**src/rtl/vram_access_arbiter.sv**
```systemverilog
// rtl/vram_access_arbiter.sv - VRAM access arbiter: slot timing, refresh scheduling, in-order read tag routing
module vram_access_arbiter #(
    parameter int ACCESS_CYCLES     = 4,
    parameter int REFRESH_INTERVAL  = 640,
    parameter int REFRESH_MAX_DEFER = 2,
    parameter int TAG_DEPTH         = 4
) (
    input  logic        clk,
    input  logic        reset_n,
    input  logic        initial_busy,
    input  logic        dsp_valid,
    input  logic        cmd_valid,
    input  logic        cpu_valid,
    input  logic        dsp_write,
    input  logic        cmd_write,
    input  logic        cpu_write,
    input  logic [15:0] dsp_address,
    input  logic [15:0] cmd_address,
    input  logic [15:0] cpu_address,
    input  logic [31:0] dsp_wdata,
    input  logic [31:0] cmd_wdata,
    input  logic [31:0] cpu_wdata,
    input  logic [3:0]  dsp_wdata_mask,
    input  logic [3:0]  cmd_wdata_mask,
    input  logic [3:0]  cpu_wdata_mask,
    output logic        dsp_ready,
    output logic        cmd_ready,
    output logic        cpu_ready,
    output logic        dsp_rdata_en,
    output logic        cmd_rdata_en,
    output logic        cpu_rdata_en,
    output logic [31:0] rdata,
    output logic [15:0] vram_address,
    output logic        vram_valid,
    output logic        vram_write,
    output logic        vram_refresh,
    output logic [31:0] vram_wdata,
    output logic [3:0]  vram_wdata_mask,
    input  logic [31:0] vram_rdata,
    input  logic        vram_rdata_en,
    output logic        tag_error
);

    localparam int SW = (ACCESS_CYCLES > 1) ? $clog2(ACCESS_CYCLES) : 1;
    localparam int RW = (REFRESH_INTERVAL > 1) ? $clog2(REFRESH_INTERVAL) : 1;
    localparam int DW = (REFRESH_MAX_DEFER > 0) ? $clog2(REFRESH_MAX_DEFER + 1) : 1;
    localparam int PW = (TAG_DEPTH > 1) ? $clog2(TAG_DEPTH) : 1;
    localparam int CW = PW + 1;

    localparam logic [1:0] ID_DSP = 2'd0;
    localparam logic [1:0] ID_CMD = 2'd1;
    localparam logic [1:0] ID_CPU = 2'd2;

    typedef enum logic [2:0] {
        GRANT_NONE,
        GRANT_DSP,
        GRANT_CMD,
        GRANT_CPU,
        GRANT_REF
    } grant_t;

    logic [SW-1:0] slot_cnt;
    logic [RW-1:0] refresh_cnt;
    logic [DW-1:0] defer_cnt;
    logic          refresh_pending;

    logic [1:0]    tag_mem [TAG_DEPTH];
    logic [PW-1:0] tag_wr_ptr;
    logic [PW-1:0] tag_rd_ptr;
    logic [CW-1:0] tag_count;

    logic          decision;
    logic          tag_full;
    logic          refresh_urgent;
    logic          refresh_wrap;
    logic          dsp_ok;
    logic          cmd_ok;
    logic          cpu_ok;
    grant_t        grant;
    logic          access_grant;
    logic          sel_write;
    logic [15:0]   sel_address;
    logic [31:0]   sel_wdata;
    logic [3:0]    sel_mask;
    logic [1:0]    sel_id;
    logic          tag_push;
    logic          tag_pop;
    logic [1:0]    tag_head;

    assign decision       = (slot_cnt == '0) && !initial_busy;
    assign tag_full       = (tag_count == CW'(TAG_DEPTH));
    assign refresh_urgent = refresh_pending && (defer_cnt == DW'(REFRESH_MAX_DEFER));
    assign refresh_wrap   = !initial_busy && (refresh_cnt == RW'(REFRESH_INTERVAL - 1));

    // A read cannot be granted without a free tag; writes are unaffected.
    assign dsp_ok = dsp_valid && (dsp_write || !tag_full);
    assign cmd_ok = cmd_valid && (cmd_write || !tag_full);
    assign cpu_ok = cpu_valid && (cpu_write || !tag_full);

    always_comb begin
        grant = GRANT_NONE;
        if (decision) begin
            if (refresh_urgent)       grant = GRANT_REF;
            else if (dsp_ok)          grant = GRANT_DSP;
            else if (refresh_pending) grant = GRANT_REF;
            else if (cmd_ok)          grant = GRANT_CMD;
            else if (cpu_ok)          grant = GRANT_CPU;
        end
    end

    always_comb begin
        sel_write   = 1'b0;
        sel_address = '0;
        sel_wdata   = '0;
        sel_mask    = 4'hF;
        sel_id      = ID_DSP;
        case (grant)
            GRANT_DSP: begin
                sel_write   = dsp_write;
                sel_address = dsp_address;
                sel_wdata   = dsp_wdata;
                sel_mask    = dsp_wdata_mask;
                sel_id      = ID_DSP;
            end
            GRANT_CMD: begin
                sel_write   = cmd_write;
                sel_address = cmd_address;
                sel_wdata   = cmd_wdata;
                sel_mask    = cmd_wdata_mask;
                sel_id      = ID_CMD;
            end
            GRANT_CPU: begin
                sel_write   = cpu_write;
                sel_address = cpu_address;
                sel_wdata   = cpu_wdata;
                sel_mask    = cpu_wdata_mask;
                sel_id      = ID_CPU;
            end
            default: ;
        endcase
    end

    assign access_grant = (grant == GRANT_DSP) || (grant == GRANT_CMD) || (grant == GRANT_CPU);
    assign tag_push     = access_grant && !sel_write;
    assign tag_pop      = vram_rdata_en && (tag_count != '0);
    assign tag_head     = tag_mem[tag_rd_ptr];

    always_ff @(posedge clk or negedge reset_n) begin
        if (!reset_n) begin
            slot_cnt <= '0;
        end else if (initial_busy || (slot_cnt == SW'(ACCESS_CYCLES - 1))) begin
            slot_cnt <= '0;
        end else begin
            slot_cnt <= slot_cnt + SW'(1);
        end
    end

    // A wrap coinciding with a refresh issue re-arms pending rather than losing the new request.
    always_ff @(posedge clk or negedge reset_n) begin
        if (!reset_n) begin
            refresh_cnt     <= '0;
            refresh_pending <= 1'b0;
            defer_cnt       <= '0;
        end else begin
            if (!initial_busy) begin
                refresh_cnt <= refresh_wrap ? '0 : refresh_cnt + RW'(1);
            end
            if (refresh_wrap) begin
                refresh_pending <= 1'b1;
            end else if (grant == GRANT_REF) begin
                refresh_pending <= 1'b0;
            end
            if (grant == GRANT_REF) begin
                defer_cnt <= '0;
            end else if ((grant == GRANT_DSP) && refresh_pending) begin
                defer_cnt <= defer_cnt + DW'(1);
            end
        end
    end

    always_ff @(posedge clk or negedge reset_n) begin
        if (!reset_n) begin
            dsp_ready       <= 1'b0;
            cmd_ready       <= 1'b0;
            cpu_ready       <= 1'b0;
            vram_valid      <= 1'b0;
            vram_refresh    <= 1'b0;
            vram_write      <= 1'b0;
            vram_address    <= '0;
            vram_wdata      <= '0;
            vram_wdata_mask <= 4'hF;
        end else begin
            dsp_ready    <= (grant == GRANT_DSP);
            cmd_ready    <= (grant == GRANT_CMD);
            cpu_ready    <= (grant == GRANT_CPU);
            vram_valid   <= access_grant;
            vram_refresh <= (grant == GRANT_REF);
            if (access_grant) begin
                vram_write      <= sel_write;
                vram_address    <= sel_address;
                vram_wdata      <= sel_wdata;
                vram_wdata_mask <= sel_mask;
            end
        end
    end

    always_ff @(posedge clk) begin
        if (tag_push) begin
            tag_mem[tag_wr_ptr] <= sel_id;
        end
    end

    always_ff @(posedge clk or negedge reset_n) begin
        if (!reset_n) begin
            tag_wr_ptr   <= '0;
            tag_rd_ptr   <= '0;
            tag_count    <= '0;
            tag_error    <= 1'b0;
            rdata        <= '0;
            dsp_rdata_en <= 1'b0;
            cmd_rdata_en <= 1'b0;
            cpu_rdata_en <= 1'b0;
        end else begin
            dsp_rdata_en <= tag_pop && (tag_head == ID_DSP);
            cmd_rdata_en <= tag_pop && (tag_head == ID_CMD);
            cpu_rdata_en <= tag_pop && (tag_head == ID_CPU);
            if (tag_push) begin
                tag_wr_ptr <= tag_wr_ptr + PW'(1);
            end
            if (tag_pop) begin
                tag_rd_ptr <= tag_rd_ptr + PW'(1);
                rdata      <= vram_rdata;
            end
            if (vram_rdata_en && (tag_count == '0)) begin
                tag_error <= 1'b1;
            end
            case ({tag_push, tag_pop})
                2'b10:   tag_count <= tag_count + CW'(1);
                2'b01:   tag_count <= tag_count - CW'(1);
                default: ;
            endcase
        end
    end

endmodule
```
**config.mk**
```make
export PLATFORM = sky130hd
export DESIGN_NAME = vram_access_arbiter
export DESIGN_NICKNAME = d
export VERILOG_FILES = /design/src/rtl/vram_access_arbiter.sv
export SDC_FILE = /design/constraint.sdc
export NUM_CORES = 1
export LEC_CHECK = 0
export BUFFER_PORTS_ARGS = -buffer_cell sky130_fd_sc_hd__buf_2
export CAP_MARGIN = 20
export CORE_UTILIZATION = 46
export DETAILED_ROUTE_END_ITERATION = 12
export PLACE_DENSITY = 0.76
export SYNTH_ARGS = -nofsm -noshare
export SYNTH_HDL_FRONTEND = slang
export SYNTH_SLANG_ARGS = --single-unit
```
**constraint.sdc**
```tcl
create_clock -name clk -period 4.2 [get_ports clk]
set_input_delay 0.84 -clock clk [delete_from_list [all_inputs] [get_ports clk]]
set_output_delay 0.84 -clock clk [all_outputs]
set_load 0.02 [all_outputs]
```
==> flow_summary.yaml <==
worst_setup_path:
  endpoint_kind: "flop"
  crit_path_top_delay_cell: "or4b_2"
  crit_fanout: 14
  cp.arrival_ns: 3.68
  r2r_cells: 11
  required_ns: 4.54
  max_stage_delay_ns: 0.65
  criticalPathCategory: "input port to flop"
  start_kind: "input port"
  path_common_cell: "xor2_1"
  cp_cell_sequence: "buf_2 > or4b_2 > o211a_1 > o21ai_4 > nand2_1 > a31oi_4 > ha_1 > inv_1 > fa_1 > xor2_1 > nor2_1 > xor2_1"
  critPathTopFamily: "simple AND/OR/NAND/NOR gates"
  path_depth: 12
  path_buf_inv: 2
logic_synthesis:
  synth.distinct_cells: 45
  synth_cells: 637
  synth_fp_nets: 845
  synth_adder_area_share: 0.0223
  synthSimpleGateAreaFrac: 0.233
  synth_area_um2: 5960
  yosysWarnings: 0
  synth_compound_area_frac: 0.146
  synth_top_family_by_area: "simple AND/OR/NAND/NOR gates"
  yosys.area.top_type: "dfrtp_1"
  synth_seq_cells: 124
  avgSynthCellArea_um2: 9.35
  synth_xor_xnor_area_share: 0.0191
  ys_top_cells_by_area: "dfrtp_1, nand2_1, a211oi_1"
  netlist.area_leader.share: 0.471
  synth_mux_area_frac: 0.0111
  ys_seq_area_frac: 0.529
timing:
  rsz0062_at_grt: "false"
  slew_headroom: 0.258
  holdWs_ns: 0.449
  finalCritPeriodShare: 0.796
  setup_viol: 0
  finalClockSkew_ns: 0.00769
  finalSetupTns_ns: 0
  tightest_slew_ns: 1.11
  hold_viol: 0
  period_needed_ns: 3.35
  drv_slew: 0
  timing.fmax_mhz: 299
route:
  drtAntennaViolNets: 0
  route.met2.wl_um: 8040
  top_layer_used: "met5"
  viasPerCell: 5.09
  firstDrtPassIters: 4
  vias: 5586
  wl_met1_um: 7210
  drt-initial-drc-count: 405
  drt-wirelength-per-cell_um: 16.1
  wl_um: 17700
  remaining_drc_errors: 0
  wl_met3_um: 2110
grt:
  grt_max_degree: 117
  overflow: 0
  antenna_found_initial: 1
  grtUsageTotal: 0.262
  grt_pass1_vias: 5109
  grt_pass1_wl_um: 26300
placement:
  dp_cells: 1063
  place.gp.congestion: 0.844
  dp_hpwl_um: 12600
  port_buffers: 291
  placedInstanceArea_um2: 7530
cts:
  cts.path.max_buffers: 2
  ctsHoldBuffers: 0
  cts_tree: "built"
  cts.repair.resized: 0
  insertion_delay_ns: 0.42
  cts_max_level: 4
  postCtsSetupBuffers: 0
  cts_made_buffers: 17
  cts_num_sinks: 124
  clock-root-buffer: "clkbuf_16"
  clk_pin_slew_ns: 0.06
floorplan:
  fp.dieW_um: 116
  ios: 292
  dieArea_um2: 13400
  rows: 41
  die_height_um: 116
  core_area_um2: 12600
  initial_core_util: 0.472
final_layout:
  fin_nets: 1118
  final_area_um2: 8190
  mostFrequentLayoutCells: "buf_2, nand2_1, dfrtp_1, a31oi_1, a211oi_1"
  final_common_cell: "buf_2"
  finalNonFillerCells: 1098
  syn_to_final_growth_pct: 37.5
  drive_gt1_frac: 0.372
  n_fill_cell: 1090
status:
  run_status: "completed"
flow_run:
  drv_cap: 0
pwr:
  power_density_nw_per_um2: 712
  leakagePower_uw: 0.00410
  max-vdd-ir-drop_mv: 0.336
min_path:
  hold_class: "flop to flop"
  min_delay_path_depth: 1
## layer usage
layer,up-vias,GRT usage
li1,2715,-
met1,2611,0.317
met2,229,0.395
met3,29,0.138
met4,2,0.102
met5,-,0
## registers in the layout, summed over array words and instances (netlist names), 2 cells and up
name / flops
rdata: 32
vram_wdata: 32
vram_address: 16
refresh_cnt: 10
tag_mem: 8
vram_wdata_mask: 4
tag_count: 3
defer_cnt: 2
slot_cnt: 2
tag_rd_ptr: 2
tag_wr_ptr: 2
## synth_stat cells
master     instances
o21ai_0            5
a2111oi_4          1
nand3b_1           1
and3_1             1
clkbuf_1          27
o2bb2ai_1          1
nor2_1             5
mux2_1             1
o21ai_1            1
a21o_1             2
xnor2_1            9
buf_1              3
xor2_1             4
clkinv_1           1
buf_2             13
edfxtp_1           8
nor2b_1            5
nor3_1             5
or4b_2             1
a31oi_4            1
a211oi_1          53
and3b_1            1
o211a_1            1
nand2_1          213
ha_1               9
inv_1             12
o21a_1             1
and2_0            33
o21bai_1           1
dfstp_2            4
a31oi_1           54
buf_4              2
fa_1               1
nor4b_1            2
a21oi_1            1
or4b_4             1
and2_1            25
nor3b_1            3
dfrtp_1          112
mux2i_1            1
and4_1             1
nand4_1            2
mux4_2             2
nand3_1            3
nand2b_1           4
## area by class of cell
type / count / area, um^2 / area share
sequential: 124 / 3150 / 0.384
multi-input combinational: 455 / 2590 / 0.316
clock buffer: 20 / 468 / 0.0571
timing repair buffer: 299 / 1530 / 0.187
antenna: 3 / 7.51 / 0.000917
clock inverter: 12 / 183 / 0.0223
tap: 172 / 215 / 0.0263
inverter: 13 / 48.8 / 0.00596
## where the power goes
part / total [uW] / switching (uW) / internal (uW)
registers: 1960 / 264 / 1690
clock network: 1590 / 546 / 1050
logic: 2280 / 1420 / 861
total: 5830 / 2230 / 3600
## cell families after synthesis
kind of cell / count (synthesis)
compound gates: 122
xor+xnor: 13
fa+ha+maj: 10
buf+inv: 58
flops: 124
mux: 4
simple gates: 306
## worst paths after layout
path	from	end	slack, ns
min reg2reg	tag_error	tag_error	0.45
max in group asynchronous	reset_n	refresh_cnt[9]	3.23
min in group asynchronous	reset_n	vram_address[15]	0.51
min	tag_error	tag_error	0.45
max reg2reg	tag_count[1]	tag_count[2]	0.88
max	dsp_write	tag_count[2]	0.85
## stage by stage
step	setup WS (ns)	power [uW]	utilization
after detailed placement	0.420	4250	0.597
after global routing	0.602	6210	0.648
after CTS	0.860	5870	0.648
final	0.855	5830	0.649
after floorplan	0.785	3420	-
after global placement	0.455	4200	0.597
## worst register-to-register path, cell delays in order, from the launching register on
cell and delay (ns):
dfrtp_1 0.43, or4b_2 0.73, o211a_1 0.21, o21ai_4 0.35
nand2_1 0.17, a31oi_4 0.29, ha_1 0.23, inv_1 0.06
fa_1 0.37, xor2_1 0.15, nor2_1 0.10, xor2_1 0.15
(Power assumes the default switching activity.)
